$ cat src/rtl/mem_arb_pkg.sv
// mem_arb shared types: arbiter states, byte-lane enable helper, default widths.
package mem_arb_pkg;

   localparam int DEF_AW = 22;

   typedef enum logic [1:0] {
      IDLE = 2'd0,
      VID  = 2'd1,
      CPU  = 2'd2,
      DONE = 2'd3
   } state_t;

   function automatic logic [3:0] lane_be(input logic ben, input logic [1:0] sel);
      return ben ? (4'b0001 << sel) : 4'hF;
   endfunction

endpackage

$ cat src/rtl/mem_arb.sv
// Main-memory arbiter between the CPU bus and the video refresh fetcher.
// Optional CPU starvation guard: define MEM_ARB_STARVE_EN.
module mem_arb
   import mem_arb_pkg::*;
#(
   parameter int AW      = DEF_AW,
   parameter int MAX_VID = 8
) (
   input  logic          clk,
   input  logic          rst_n,
   input  logic [23:0]   cpu_adr,
   input  logic          cpu_rd,
   input  logic          cpu_wr,
   input  logic          cpu_ben,
   input  logic [31:0]   cpu_wdata,
   output logic [31:0]   cpu_rdata,
   output logic          cpu_stall,
   input  logic          vid_req,
   input  logic [AW-1:0] vid_adr,
   output logic          vid_ack,
   output logic [31:0]   vid_rdata,
   output logic          mem_req,
   output logic          mem_we,
   output logic [3:0]    mem_be,
   output logic [AW-1:0] mem_adr,
   output logic [31:0]   mem_wdata,
   input  logic [31:0]   mem_rdata,
   input  logic          mem_ack
);

   state_t state, state_nxt;
   logic   cpu_req;
   logic   starved;
   logic   unused_adr;

   assign cpu_req    = cpu_rd | cpu_wr;
   assign unused_adr = &{1'b0, cpu_adr};

`ifdef MEM_ARB_STARVE_EN
   localparam int CW = $clog2(MAX_VID + 1);

   logic [CW-1:0] starve_cnt;

   assign starved = cpu_req && (starve_cnt == CW'(MAX_VID));

   // counts video grants taken while the CPU was already waiting
   always_ff @(posedge clk or negedge rst_n) begin
      if (!rst_n) begin
         starve_cnt <= '0;
      end else if (state == IDLE) begin
         if (state_nxt == CPU) begin
            starve_cnt <= '0;
         end else if (state_nxt == VID && cpu_req &&
                      starve_cnt != CW'(MAX_VID)) begin
            starve_cnt <= starve_cnt + 1'b1;
         end
      end
   end
`else
   localparam int unused_max_vid = MAX_VID;

   assign starved = 1'b0;
`endif

   always_ff @(posedge clk or negedge rst_n) begin
      if (!rst_n) begin
         state <= IDLE;
      end else begin
         state <= state_nxt;
      end
   end

   always_comb begin
      state_nxt = state;
      unique case (state)
         IDLE: begin
            if (vid_req && !starved) begin
               state_nxt = VID;
            end else if (cpu_req) begin
               state_nxt = CPU;
            end
         end
         VID: begin
            if (mem_ack) state_nxt = IDLE;
         end
         CPU: begin
            if (mem_ack) state_nxt = DONE;
         end
         DONE: begin
            state_nxt = IDLE;
         end
         default: state_nxt = IDLE;
      endcase
   end

   always_comb begin
      mem_req   = 1'b0;
      mem_we    = 1'b0;
      mem_be    = 4'h0;
      mem_adr   = '0;
      mem_wdata = '0;
      vid_ack   = 1'b0;
      unique case (state)
         VID: begin
            mem_req = 1'b1;
            mem_be  = 4'hF;
            mem_adr = vid_adr;
            vid_ack = mem_ack;
         end
         CPU: begin
            mem_req   = 1'b1;
            mem_we    = cpu_wr;
            mem_be    = lane_be(cpu_ben, cpu_adr[1:0]);
            mem_adr   = cpu_adr[AW+1:2];
            mem_wdata = cpu_ben ? {4{cpu_wdata[7:0]}} : cpu_wdata;
         end
         default: begin
         end
      endcase
   end

   assign cpu_stall = cpu_req && (state != DONE);
   assign vid_rdata = mem_rdata;

   // a write wins when rd and wr are both raised, so only pure reads load
   always_ff @(posedge clk or negedge rst_n) begin
      if (!rst_n) begin
         cpu_rdata <= '0;
      end else if (state == CPU && mem_ack && !cpu_wr) begin
         cpu_rdata <= mem_rdata;
      end
   end

endmodule

$ cat config.mk
export PLATFORM = sky130hd
export DESIGN_NAME = mem_arb
export DESIGN_NICKNAME = d
export VERILOG_FILES = /design/src/rtl/mem_arb_pkg.sv /design/src/rtl/mem_arb.sv
export SDC_FILE = /design/constraint.sdc
export NUM_CORES = 1
export LEC_CHECK = 0
export ABC_CLOCK_PERIOD_IN_PS = 1750
export CORE_MARGIN = 5
export CORE_UTILIZATION = 28
export CTS_BUF_LIST = sky130_fd_sc_hd__clkbuf_8
export DETAILED_ROUTE_END_ITERATION = 10
export HOLD_SLACK_MARGIN = 0.1
export PLACE_DENSITY = 0.79
export SLEW_MARGIN = 30
export SYNTH_ARGS = -nofsm -noshare
export SYNTH_HDL_FRONTEND = slang
export SYNTH_SLANG_ARGS = --single-unit
$ cat constraint.sdc
create_clock -name clk -period 1.75 [get_ports clk]
set_input_delay 0.525 -clock clk [delete_from_list [all_inputs] [get_ports clk]]
set_output_delay 0.525 -clock clk [all_outputs]
set_load 0.1 [all_outputs]
After elaboration in Yosys (flattened, before gate mapping). Index checks and enable logic that the tools add are counted.

Reduce and logical (&&, ||, !) cells: 7. Bitwise logic cells: 1. Eq/ne operators: 7. Shift operators: 1. Mux-type cells: 13.

Operators with widths (number): 2-to-1 mux 32 bit (2); one-hot mux 22 bit (2 select lines) (1); 2-to-1 mux 2 bit (4); one-hot mux 2 bit (4 select lines) (1); one-hot mux 4 bit (2 select lines) (1); inequality test 2 bit, second input constant (3); equality test 2 bit, second input constant (2); 2-to-1 mux 4 bit (1); << shifter 1 x 2 -> 4 bit, first input constant (1); logical AND 1 bit (3); 2-to-1 mux 1 bit (3); inequality test 3 bit, second input constant (1); AND reduction 3 bit (1); equality test 2 x 1 -> 1 bit, second input constant (1); logical NOT 2 bit (1); OR reduction 2 bit (1); logical NOT 1 bit (1); bitwise OR 1 bit (1).

Output and inout bits: 126. Bits in registers: 34. Input bits: 117. Logic and storage cells: 31.

Longest topological paths before layout. Gate-level depths: netlist of run 1.

Depth in word-level cells: 4. Mapped depth: 6. Depth with buffers taken out: 5.

Worst setup path before layout of run 1. OpenSTA, ideal clock, no wires.

Kind: reg-to-output. From: register state[0]. To: output mem_wdata[10]. Data required time: 1.225 ns. Path buffers: 2. Stages on the path, launching flop included: 6. Arrival: 3.228 ns. Slack: -2.003 ns. Cells stage by stage: dfrtp_1 > inv_1 > ha_1 > buf_6 > clkbuf_1 > a21boi_0.

Cells in the longest elaborated chain, start to end: 2.

RTL lines: start, declared (line mem_arb.sv:31) `state_t state, state_nxt;`; start signal, assigned (line mem_arb.sv:69) `state <= state_nxt;`; equality test 2 bit (line mem_arb.sv:103) `unique case (state)`; 2-to-1 mux 32 bit (line mem_arb.sv:103); end, declared (line mem_arb.sv:26) `output logic [31:0] mem_wdata,`.

No other way between the ends.

Worst setup path after layout of run 1.
From: register state[0]. To: output mem_adr[14].

Cells in the longest elaborated chain, start to end: 2. Elaborated cells on any way between the ends: 3. Those cells by class: 2 x eq/ne; 1 x mux.

RTL lines: equality test 2 bit or equality test 2 x 1 -> 1 bit (tied branches) (line mem_arb.sv:103); one-hot mux 22 bit (2 select lines) * (line mem_arb.sv:103); end, declared (line mem_arb.sv:25) `output logic [AW-1:0] mem_adr,`.

Mark *: on every way between the ends. The rest lies on a longest branch, timed or not.

==> summary.md, run 1 <==
| Metric | Value |
|---|---|
| Run status | `complete, but fails checks` |
| Failing checks | `setup timing` |
| Max-Cap Viols | `0` |
| CP Capture Type | `output port` |
| Worst EP arrival | `1720 ps` |
| Area grow syn2layout | `209%` |
| Setup ws final | `-492 ps` |
| Worst path buffer plus inverter count | `4` |
| Post-DP HPWL | `10.7 mm` |
| Inst Count DP | `596` |
| Diode count | `0` |
| Worst path cell trace | `inv_2, buf_6, ha_4, buf_12, nor2b_4, buf_12` |
| Core box area | `0.00881 mm2` |
| Final Instance Area | `0.00787 mm2` |
| Die Area | `0.0111 mm2` |
| Initial antenna violation count | `0` |
| RSZ-0062 raised after global routing | `true` |
| Total wire length | `16.0 mm` |
| DR iter-0 viols | `109` |
| Yosys reg bits | `34` |
| Largest net degree at the start of global routing | `35` |
| Crit path time final | `2240 ps` |
| Syn avg cell area | `9.85 um2` |
| Vias | `3130` |
| Die Y-Extent | `105 um` |
| Crit path kind | `reg2out` |
| Syn_nets | `381` |
| Root buf cell | `clkbuf_8` |
| Final Hold Fails | `0` |
| Max_slew headroom | `76.2%` |
| Layout cell share with drive strength beyond 1 | `68.1%` |
| Final setup fails | `96` |
| Insertion delay to the later sink of the worst-skew pair | `280 ps` |
| Total clock sinks | `34` |
| Post-Syn Area | `0.00254 mm2` |
| # DRC | `0` |
| Worst clock skew | `11.7 ps` |
| Vias per Instance | `5.03` |
| Starting density of the core | `28.9%` |
| CP max stage delay | `380 ps` |
| Crit start category | `flop` |
| Total CTS buffers | `5` |
| CP most frequent cell | `buf_12` |
| # rows | `34` |
| Non-Filler Instances | `622` |
| Nets | `636` |
| Delay-heaviest family, CP | `buffers and inverters` |
| Global route overflow | `0` |
| Tot GR Track Use | `27.2%` |
| RePlAce Congestion | `0.776` |
| H-tree Lvls | `2` |
| Post-synthesis cell count | `258` |
| First-pass GRT wire length | `23.1 mm` |
| # port buffers | `242` |
| Tcrit/Tclk final | `128%` |
| Vias in the first global route | `3609` |
| Setup TNS | `-38800 ps` |
| Worst-Margin Slew | `355 ps` |
| Clk buf depth | `2` |
| Top Ports | `243` |
| TritonCTS clock tree | `yes` |
| Drt pass-1 iters | `4` |
| Final slew viol count | `0` |
| Clk slew on worst S/H paths | `70 ps` |
| Die Wd | `105 um` |
| Seq/Total Area, Yosys | `33.5%` |
| Routed Antenna Nets | `0` |
| Worst slack at placement | `-534 ps` |
| Fmax | `446 MHz` |
| Critical Path RT | `1220 ps` |
| Routed len/inst | `25.7 um` |
| Worst-path fanout max | `13` |
| Count of cell types in the netlist | `26` |
| Yosys Warn Count | `0` |
| CP max stage cell | `dfrtp_1` |
| Hold WC Path Type | `reg2reg` |
| Post-DP Area | `0.00708 mm2` |
[stage by stage]
stage | util, % | hold WS [ps]
4_1_cts | 88.1 | 571
2_1_floorplan | - | 229
6_report | 89.4 | 578
5_1_grt | 89.4 | 590
3_5_place_dp | 80.4 | 547
3_3_place_gp | 80.4 | 539
[area by class of cell]
cell class / instances / area (um2)
clock buffer: 6 / 82.6
clock inverter: 2 / 12.5
fill: 318 / 937
inverter: 2 / 10.0
multi-input combinational: 171 / 2390
sequential: 34 / 852
tap: 108 / 135
timing repair buffer: 299 / 4390
[synth_stat cells]
master	number	area, um2
dfrtp_1	34	851
buf_4	32	240
mux2_1	32	360
nand2b_1	26	163
nor2b_1	23	144
a22oi_1	22	165
a21boi_1	20	150
and2_1	10	62.6
nand2_1	10	37.5
buf_2	8	40.0
clkbuf_1	8	30.0
a21boi_0	7	52.6
ha_1	6	75.1
mux2i_1	3	30.0
o21a_1	3	22.5
inv_1	2	7.51
nor2_1	2	7.51
o21ai_0	2	10.0
a21oi_1	1	5.00
buf_6	1	11.3
buf_8	1	15.0
clkbuf_8	1	13.8
nand3b_4	1	20.0
nor2_2	1	6.26
o21ai_2	1	8.76
or4b_4	1	13.8
[routing by layer]
| metal | GRT usage [%] | vias up | share of wire [%] |
|---|---|---|---|
| met2 | 53.3 | 194 | 56 |
| met4 | 10.0 | 0 | 2.7 |
| met5 | 0 | - | 0 |
| met3 | 9.05 | 24 | 8.8 |
| li1 | - | 1372 | - |
| met1 | 26.1 | 1540 | 32 |
[layout by cell type, fill, tap and decap left out, types with 3 or more instances in the layout]
cell type        instances
nor2b_4                 23
a22oi_2                 21
mux2_4                  32
nand2_4                  5
clkbuf_16                4
dfrtp_1                 33
buf_4                   27
clkbuf_8                 6
clkdlybuf4s50_1         79
buf_16                   5
a21boi_4                26
and2_4                  10
mux2i_1                  3
o21a_4                   3
nand2b_4                19
nand2_8                  3
buf_6                   11
dlygate4sd2_1           36
buf_12                 134
ha_4                     5
nand2b_1                 7
[registers in the layout, indices dropped and copies added, names as in the netlist]
register	count
state	2
cpu_rdata	32
[worst paths after layout]
path / from / end / slack, ps / depth (start not counted)
setup reg to reg: state[1] / cpu_rdata[11] / -370 / 9
setup / recovery: state[0] / mem_adr[14] / -490 / 6
min in group asynchronous: rst_n / cpu_rdata[7] / 610 / 2
max in group asynchronous: rst_n / state[1] / 940 / 2
hold / removal: cpu_rdata[1] / cpu_rdata[1] / 580 / 1
hold reg to reg: cpu_rdata[1] / cpu_rdata[1] / 580 / 1
[repair_timing]
| action | in CTS | in global routing |
|---|---|---|
| buffers inserted | 7 | 3 |
| resized for setup | 134 | 4 |
| pin swaps | 20 | 2 |
| gates cloned | 6 | 4 |
| hold buffers | 0 | 0 |
| endpoints found under the setup margin | 125 | 95 |
[cell families after synthesis]
group | share of synthesized area, %
AND/OR/NAND/NOR | 17.9
multiplexers | 15.4
adder cells (fa/ha/maj) | 2.95
AO/OA/AOI/OAI | 16.3
buffers and inverters | 14.1
flip-flops | 33.5
Power of run 1 is not shown: default switching activity piles up to over one toggle a cycle in this logic, so the estimate is an artifact.
==> run 2, diff against run 1 <==
--- a/config.mk
+++ b/config.mk
@@ -6,6 +6,7 @@
 export NUM_CORES = 1
 export LEC_CHECK = 0
 export ABC_CLOCK_PERIOD_IN_PS = 1750
+export CAP_MARGIN = 5
 export CORE_MARGIN = 5
 export CORE_UTILIZATION = 28
 export CTS_BUF_LIST = sky130_fd_sc_hd__clkbuf_8
==> results of run 2 <==
The final DEF is identical to that of run 1; final timing and power are the same.
Power of run 2 is left out for the same reason.
